**config.mk**
```make
export PLATFORM = sky130hd
export DESIGN_NAME = vga_timing_gen
export DESIGN_NICKNAME = d
export VERILOG_FILES = /design/src/rtl/vga_pkg.sv /design/src/rtl/vga_axis_counter.sv /design/src/rtl/vga_timing_gen.sv
export SDC_FILE = /design/constraint.sdc
export NUM_CORES = 1
export LEC_CHECK = 0
export BUFFER_PORTS_ARGS = -buffer_cell sky130_fd_sc_hd__buf_4
export CORE_UTILIZATION = 55
export DETAILED_ROUTE_END_ITERATION = 10
export PLACE_DENSITY = 0.88
export SYNTH_ARGS = -nofsm -noshare
export SYNTH_HDL_FRONTEND = slang
export SYNTH_HIERARCHICAL = 1
export SYNTH_SLANG_ARGS = --single-unit
```
**constraint.sdc**
```tcl
create_clock -name vga_clk -period 7.2 [get_ports vga_clk]
set_input_delay 1.44 -clock vga_clk [delete_from_list [all_inputs] [get_ports vga_clk]]
set_output_delay 1.44 -clock vga_clk [all_outputs]
set_load 0.05 [all_outputs]
```
**src/rtl/vga_pkg.sv**
```systemverilog
// Shared VGA timing constants and types for the 640x480 @ 60 Hz raster.
// The totals are derived from the porch lengths so that every figure comes from one source.
package vga_pkg;

   localparam int VGA_H_ACTIVE = 640;
   localparam int VGA_H_FRONT  = 16;
   localparam int VGA_H_SYNC   = 96;
   localparam int VGA_H_BACK   = 48;
   localparam int VGA_H_TOTAL  = VGA_H_ACTIVE + VGA_H_FRONT + VGA_H_SYNC + VGA_H_BACK;

   localparam int VGA_V_ACTIVE = 480;
   localparam int VGA_V_FRONT  = 10;
   localparam int VGA_V_SYNC   = 2;
   localparam int VGA_V_BACK   = 33;
   localparam int VGA_V_TOTAL  = VGA_V_ACTIVE + VGA_V_FRONT + VGA_V_SYNC + VGA_V_BACK;

   localparam int VGA_COORD_W  = 10;
   localparam int VGA_FCOUNT_W = 8;

   // Phase of one raster axis. Both axes walk this order and wrap back to ACTIVE.
   typedef enum logic [1:0] {
      ACTIVE = 2'd0,
      FRONT  = 2'd1,
      SYNC   = 2'd2,
      BACK   = 2'd3
   } vga_phase_t;

   // Snapshot of both phase FSMs, exported for observation.
   typedef struct packed {
      vga_phase_t h_phase;
      vga_phase_t v_phase;
   } vga_dbg_t;

endpackage

```
**src/rtl/vga_axis_counter.sv**
```systemverilog
// One raster axis: a position counter plus its ACTIVE/FRONT/SYNC/BACK phase FSM.
// The phase register always describes the current count. The next-state values are
// also exported, so a parent can register decodes that line up with the count.
module vga_axis_counter
   import vga_pkg::*;
#(
   parameter int ACTIVE_LEN = VGA_H_ACTIVE,
   parameter int FRONT_LEN  = VGA_H_FRONT,
   parameter int SYNC_LEN   = VGA_H_SYNC,
   parameter int BACK_LEN   = VGA_H_BACK,
   parameter int W          = VGA_COORD_W
) (
   input  logic         vga_clk,
   input  logic         reset_n,
   input  logic         adv,
   output logic [W-1:0] count,
   output vga_phase_t   phase,
   output vga_phase_t   phase_nxt,
   output logic         wrap
);

   localparam int TOTAL = ACTIVE_LEN + FRONT_LEN + SYNC_LEN + BACK_LEN;

   // Last count value belonging to each phase.
   localparam logic [W-1:0] LAST_ACTIVE = W'(ACTIVE_LEN - 1);
   localparam logic [W-1:0] LAST_FRONT  = W'(ACTIVE_LEN + FRONT_LEN - 1);
   localparam logic [W-1:0] LAST_SYNC   = W'(ACTIVE_LEN + FRONT_LEN + SYNC_LEN - 1);
   localparam logic [W-1:0] LAST_BACK   = W'(TOTAL - 1);

   logic [W-1:0] count_nxt;

   // State register: the count and its phase, both cleared to the start of ACTIVE.
   always_ff @(posedge vga_clk or negedge reset_n) begin
      if (!reset_n) begin
         count <= '0;
         phase <= ACTIVE;
      end else begin
         count <= count_nxt;
         phase <= phase_nxt;
      end
   end

   // Next state: step the count and leave each phase on its last count value.
   always_comb begin
      count_nxt = count;
      phase_nxt = phase;
      if (adv) begin
         if (count == LAST_BACK) begin
            count_nxt = '0;
         end else begin
            count_nxt = count + W'(1);
         end
         case (phase)
            ACTIVE:  if (count == LAST_ACTIVE) phase_nxt = FRONT;
            FRONT:   if (count == LAST_FRONT)  phase_nxt = SYNC;
            SYNC:    if (count == LAST_SYNC)   phase_nxt = BACK;
            BACK:    if (count == LAST_BACK)   phase_nxt = ACTIVE;
            default: phase_nxt = ACTIVE;
         endcase
      end
   end

   // Outputs: wrap flags the advance that takes the count from its last value back to 0.
   always_comb begin
      wrap = adv && (count == LAST_BACK);
   end

endmodule

```
**src/rtl/vga_timing_gen.sv**
```systemverilog
// 640x480 @ 60 Hz raster timing from the 25 MHz pixel clock.
// Each output flop loads from the axis counters' next-state values. Every output therefore
// changes on the same edge as DrawX/DrawY and describes the same pixel, with no added latency.
module vga_timing_gen
   import vga_pkg::*;
#(
   parameter int H_ACTIVE = VGA_H_ACTIVE,
   parameter int H_FRONT  = VGA_H_FRONT,
   parameter int H_SYNC   = VGA_H_SYNC,
   parameter int H_BACK   = VGA_H_BACK,
   parameter int V_ACTIVE = VGA_V_ACTIVE,
   parameter int V_FRONT  = VGA_V_FRONT,
   parameter int V_SYNC   = VGA_V_SYNC,
   parameter int V_BACK   = VGA_V_BACK
) (
   input  logic                    vga_clk,
   input  logic                    reset_n,
   output logic [VGA_COORD_W-1:0]  DrawX,
   output logic [VGA_COORD_W-1:0]  DrawY,
   output logic                    blank,
   output logic                    hs,
   output logic                    vs,
   output logic                    frame_start,
   output logic                    vblank_start,
   output logic [VGA_FCOUNT_W-1:0] frame_count,
   output vga_dbg_t                dbg_state
);

   vga_phase_t h_phase;
   vga_phase_t h_phase_nxt;
   vga_phase_t v_phase;
   vga_phase_t v_phase_nxt;
   logic       h_wrap;
   logic       v_wrap;

   // Horizontal axis advances every pixel clock.
   vga_axis_counter #(
      .ACTIVE_LEN (H_ACTIVE),
      .FRONT_LEN  (H_FRONT),
      .SYNC_LEN   (H_SYNC),
      .BACK_LEN   (H_BACK),
      .W          (VGA_COORD_W)
   ) u_h_axis (
      .vga_clk   (vga_clk),
      .reset_n   (reset_n),
      .adv       (1'b1),
      .count     (DrawX),
      .phase     (h_phase),
      .phase_nxt (h_phase_nxt),
      .wrap      (h_wrap)
   );

   // Vertical axis advances once per line, on the horizontal wrap.
   // Its wrap therefore already includes the horizontal wrap and marks the end of a frame.
   vga_axis_counter #(
      .ACTIVE_LEN (V_ACTIVE),
      .FRONT_LEN  (V_FRONT),
      .SYNC_LEN   (V_SYNC),
      .BACK_LEN   (V_BACK),
      .W          (VGA_COORD_W)
   ) u_v_axis (
      .vga_clk   (vga_clk),
      .reset_n   (reset_n),
      .adv       (h_wrap),
      .count     (DrawY),
      .phase     (v_phase),
      .phase_nxt (v_phase_nxt),
      .wrap      (v_wrap)
   );

   // Expose both phase FSMs for observation.
   always_comb begin
      dbg_state.h_phase = h_phase;
      dbg_state.v_phase = v_phase;
   end

   // Registered decodes and frame pulses, loaded from the pixel the counters are moving to.
   // vblank_start fires on the V transition ACTIVE->FRONT, which lands exactly on (0,V_ACTIVE).
   always_ff @(posedge vga_clk or negedge reset_n) begin
      if (!reset_n) begin
         blank        <= 1'b1;
         hs           <= 1'b1;
         vs           <= 1'b1;
         frame_start  <= 1'b0;
         vblank_start <= 1'b0;
         frame_count  <= '0;
      end else begin
         blank        <= (h_phase_nxt == ACTIVE) && (v_phase_nxt == ACTIVE);
         hs           <= (h_phase_nxt != SYNC);
         vs           <= (v_phase_nxt != SYNC);
         frame_start  <= v_wrap;
         vblank_start <= (v_phase == ACTIVE) && (v_phase_nxt == FRONT);
         if (v_wrap) begin
            frame_count <= frame_count + VGA_FCOUNT_W'(1);
         end
      end
   end

endmodule

```
After elaboration in Yosys (flattened, before gate mapping):

Index checks and enable logic that the tools add are counted.

* output and inout port bits: 37
* bits in registers: 37
* input bits: 2
* logic and storage cells: 50

* add/sub/neg operators: 3
* reductions and logical operators: 7
* multiplexer cells: 13
* equal/unequal tests: 17

Operators with widths (number)
* $eq A10 B10 Y1 const B: 5
* $eq A10 B9 Y1 const B: 3
* $add A10 B1 Y10 const B: 2
* $mux W10: 2
* $mux W2: 9
* $pmux W2 S4: 2
* $add A8 B1 Y8 const B: 1
* $eq A2 B2 Y1 const B: 4
* $logic_not A2 Y1: 4
* $eq A2 B1 Y1 const B: 3
* $ne A2 B2 Y1 const B: 2
* $logic_and A1 B1 Y1: 3

Logic depth before layout (Yosys ltp):

* word-level depth: 6
* gate-level depth with buffers: 9
* gate-level depth less buffers: 8

Cells and area by module:

Netlist, hierarchy kept.

Modules (own cells, without submodules)
* vga_axis_counter (u_v_axis): cells each 69, area an instance 729.4 um^2, instances 1, sequential area each 300.3 um^2
* vga_axis_counter (u_h_axis): cells each 62, area an instance 644.4 um^2, instances 1, sequential area each 300.3 um^2
* vga_timing_gen: cells each 36, area an instance 496.7 um^2, instances 1, sequential area each 329.1 um^2

Least setup slack after synthesis:

No wires, ideal clock.

* kind: register to register
* start point: reg u_h_axis.count[0]
* end point: reg frame_count[7]
* arrival time: 2.584 ns
* slack: 4.534 ns
* data required time: 7.118 ns
* library setup time: 0.082 ns
* period minus slack after synthesis: 2.666 ns
* cell stages (with the launch flop): 10
* path buffers: 1
* path through: dfrtp_1 ha_1 and4_1 and4_1 buf_4 nor4b_1 and3_1 nand4_2 nor3_2 xor2_1

* word-level cells in the longest chain between the ends: 2

Ends and longest elaborated chain
* start, declared: RTL line vga_axis_counter.sv:16 `output logic [W-1:0] count,`
* start signal, assigned: RTL line vga_axis_counter.sv:38 `count <= count_nxt;`
* $eq A10 B10 Y1: RTL line vga_axis_counter.sv:65 `wrap = adv && (count == LAST_BACK);`
* named net h_wrap: RTL line vga_timing_gen.sv:33 `logic h_wrap;`
* $logic_and A1 B1 Y1: RTL line vga_axis_counter.sv:65
* named net v_wrap: RTL line vga_timing_gen.sv:34 `logic v_wrap;`
* end signal, assigned: RTL line vga_timing_gen.sv:94 `frame_count <= frame_count + VGA_FCOUNT_W'(1);`
* end, declared: RTL line vga_timing_gen.sv:25 `output logic [VGA_FCOUNT_W-1:0] frame_count,`

The timed path passes the listed nets, and every way through them passes these cells.
A chain may end at the register's enable or synchronous reset.

Worst setup path after layout:

* start point: reg u_h_axis.count[0]
* end point: reg blank

* elaborated cells between the ends (all ways): 13
* classes of those cells: eq/ne: 4; mux: 6; reduce/logical: 3

RTL lines
* $eq A10 B10 Y1: RTL line vga_axis_counter.sv:65
* named net h_wrap: RTL line vga_timing_gen.sv:33
* $mux W2: RTL line vga_axis_counter.sv:47 `if (adv) begin`
* named net v_phase_nxt[0]: RTL line vga_timing_gen.sv:32 `vga_phase_t v_phase_nxt;`
* $logic_not A2 Y1: RTL line vga_timing_gen.sv:88 `blank <= (h_phase_nxt == ACTIVE) && (v_phase_nxt == ACTIVE);`
* $logic_and A1 B1 Y1: RTL line vga_timing_gen.sv:88
* end signal, assigned: RTL line vga_timing_gen.sv:88
* end, declared: RTL line vga_timing_gen.sv:20 `output logic blank,`

The timed path passes the listed nets, and every way through them passes these cells.

==> metrics.log <==
INFO  metric status = completed
INFO  metric layout-drive-gt1-share = 32.1%
INFO  metric grt-ovfl-total = 0
INFO  metric worst_slew_margin_rel = around 57%
INFO  metric ys_ff_latch = 37
INFO  metric finalNetCount = 221
INFO  metric grt_max_degree = 38
INFO  metric synth_cells = 167
INFO  metric seq_area_frac_synth = between 40% and 50%
INFO  metric worst_ep_required_time = 7.42 ns
INFO  metric cts-root-to-sink-buffers = 2
INFO  metric timing.final.crit_period = 3.02 ns
INFO  metric cts_stage_hold_buffer_count = 0
INFO  metric overall_routing_resource_usage = 24.4%
INFO  metric finalCritPeriodShare = 41.9%
INFO  metric fin_util = 73.3%
INFO  metric antenna_left = 0
INFO  metric initial_core_util = between 50 and 60%
INFO  metric criticalPathCategory = reg2reg
INFO  metric core = 3130 sq um
INFO  metric route.vias.total = 1489
INFO  metric slew_viol_final = 0
INFO  metric row_count = 20
INFO  metric setup.worst_path.start_class = register
INFO  metric portBuffers = 38
INFO  metric instances_no_fill = ~260
INFO  metric drt-pass1-iter-count = 5
INFO  metric cts_tree = built
INFO  metric wire_length_of_the_first_global_routing_pass = between 6000 and 7000 um
INFO  metric vias_per_cell = roughly 5.7
INFO  metric grt_setup_unrepaired = false
INFO  metric clkTransAtPathRegs = 0.11 ns
INFO  metric worst_hold_path_type = reg2reg
INFO  metric yosysWarningCount = 6
INFO  metric finalHoldViolations = 0
INFO  metric transition_time_at_the_pin_with_the_least_slew_margin = 0.642 ns
INFO  metric hpwl = 2920 um
INFO  metric route.detailed.drc = 0
INFO  metric area_growth_syn_to_layout = 22.5%
INFO  metric vdd_ir_drop_max = 0.193 mV
INFO  metric avgRoutedWirePerCell = 15.6 um
INFO  metric overall_routed_net_length = 4040 um
INFO  metric cp_data_arrival_time = 3.24 ns
INFO  metric grt_pass1_vias = 1406
INFO  metric pin_count = 39
INFO  metric latest_clock_arrival_within_the_worst_skew_pair = 0.34 ns
INFO  metric place.detailed.instances = between 200 and 300
INFO  metric avgSynthCellArea = between 10 and 15 sq um
INFO  metric cellPowerDensity = 223 nW/um^2
INFO  metric cp_max_fo = 19
INFO  metric max_freq = 0.332 GHz
INFO  metric mostFrequentLayoutCell = buf_4
INFO  metric clock-skew-final = 0.00658 ns
INFO  metric end_kind = register
INFO  metric setup_tns = 0 ns
INFO  metric post_cts_resize_count = 0
INFO  metric synth_cell_type_count = 48
INFO  metric die_area = 3640 sq um
INFO  metric initial_antenna_violation_count = 0
INFO  metric ctsRootBufferMaster = clkbuf_4
INFO  metric postCtsSetupRepairBufs = 0
INFO  metric tritoncts.num_buffers = 5
INFO  metric layout_common_cells = 38 x buf_4, 34 x dfrtp_1, 13 x nand2_1
INFO  metric leakagePower = 1.13 nW
INFO  metric die_width = 60.3 um
INFO  metric gp_congestion = 0.863
INFO  metric die_y = 60.3 um
INFO  metric tritoncts_num_sinks = 37
INFO  metric timing.max_cap.violations = 0
INFO  metric first_iter_violations = 88
INFO  metric setup_viol = 0
INFO  metric antenna_cells_inserted = 0
INFO  metric syn-cell-area = 1870 sq um
INFO  metric h-tree-depth = 2
-- logic make-up after synthesis --
logic type                 Yosys count  share of synthesized area [%]
xor gates and xnor gates            17                           7.96
adders and majority gates            5                           3.34
muxes                                3                           1.67
DFF                                 37                           49.7
AOI/OAI and AO/OA                   23                           8.29
and+or+nand+nor                     71                           26.2
buffers and inverters               10                           2.61
other                                1                          0.200
-- state kept, by name, summed over array words and instances (netlist names) --
register        cells
vs                  1
vblank_start        1
hs                  1
frame_count         8
u_h_axis/phase      2
u_v_axis/phase      2
frame_start         1
u_h_axis/count     10
blank               1
u_v_axis/count     10
-- cells in the mapped netlist, drive strengths merged --
cell	n	area [sq um]
dfrtp	34	851
nand2	15	61.3
nand3	10	65.1
xnor2	9	78.8
xor2	8	70.1
a21oi	6	30.0
inv	6	22.5
nand4	6	56.3
nor2	6	22.5
nor3	6	45.0
o21ai	6	33.8
ha	5	62.6
a21o	4	30.0
and3	4	26.3
nor4	4	37.5
and4bb	3	37.5
dfstp	3	78.8
nand2b	3	18.8
nor4b	3	32.5
a31oi	2	12.5
and4	2	17.5
buf	2	15.0
clkbuf	2	11.3
mux2i	2	20.0
nor2b	2	12.5
nor3b	2	15.0
or3	2	12.5
a311oi	1	15.0
a41oi	1	8.76
and2	1	8.76
and4b	1	10.0
conb	1	3.75
mux2	1	11.3
o21a	1	7.51
o221a	1	11.3
o22ai	1	6.26
or4	1	11.3
-- path summary, 6_finish.rpt --
kind / start / slack (ns) / depth (start not counted) / to
worst max register to register: u_h_axis/count[0] / 4.18 / 7 / blank
worst min-delay path: frame_count[7] / 0.48 / 1 / frame_count[7]
max in group asynchronous: reset_n / 5.81 / 1 / hs
min in group asynchronous: reset_n / 1.04 / 1 / u_h_axis/count[0]
worst min register to register: frame_count[7] / 0.48 / 1 / frame_count[7]
worst max-delay path: u_h_axis/count[0] / 4.18 / 7 / blank
-- worst max-delay path, stage by stage (launching register included) --
cell and delay [ns]:
dfrtp_1 0.44, ha_1 0.25, and4_1 0.27, and4_1 0.63, nor4b_1 0.30, and3_1 0.39
a311oi_2 0.20, nor4_1 0.41
-- per-layer routing --
metal  GRT usage, %  wire, um  vias to the layer above
met5              0         0                        -
met4           13.0        90                        0
met3           6.49       238                        8
met2           40.0      2010                       54
met1           29.3      1710                      737
li1               -         -                      690
-- report_power, final --
group          switching (mW)  leakage [nW]  internal, mW
Clock                  0.0663        0.0455        0.0829
Sequential             0.0293         0.475         0.222
Combinational          0.0779         0.608        0.0322
-- metrics by stage --
stage               hold WS (ns)  total power, mW  cell area, sq um  setup slack, ns
detailed placement         0.462            0.365              2210             4.33
finish                     0.478            0.510              2290             4.18
global placement           0.462            0.361              2210             4.50
global route               0.507            0.531              2290             3.99
CTS                        0.481            0.512              2290             4.23
floorplan                  0.779            0.327              1890             4.53
-- area by class of cell --
| cell class | count | area (sq um) |
|---|---|---|
| fillers | 221 | 836 |
| clock buffers | 7 | 55.1 |
| clock inverters | 1 | 30.0 |
| repair buffers | 38 | 285 |
| well taps | 44 | 55.1 |
| flip-flops and latches | 37 | 930 |
| inverters | 6 | 22.5 |
| multi-input cells | 126 | 915 |
Power figures use the tool's default switching activity.
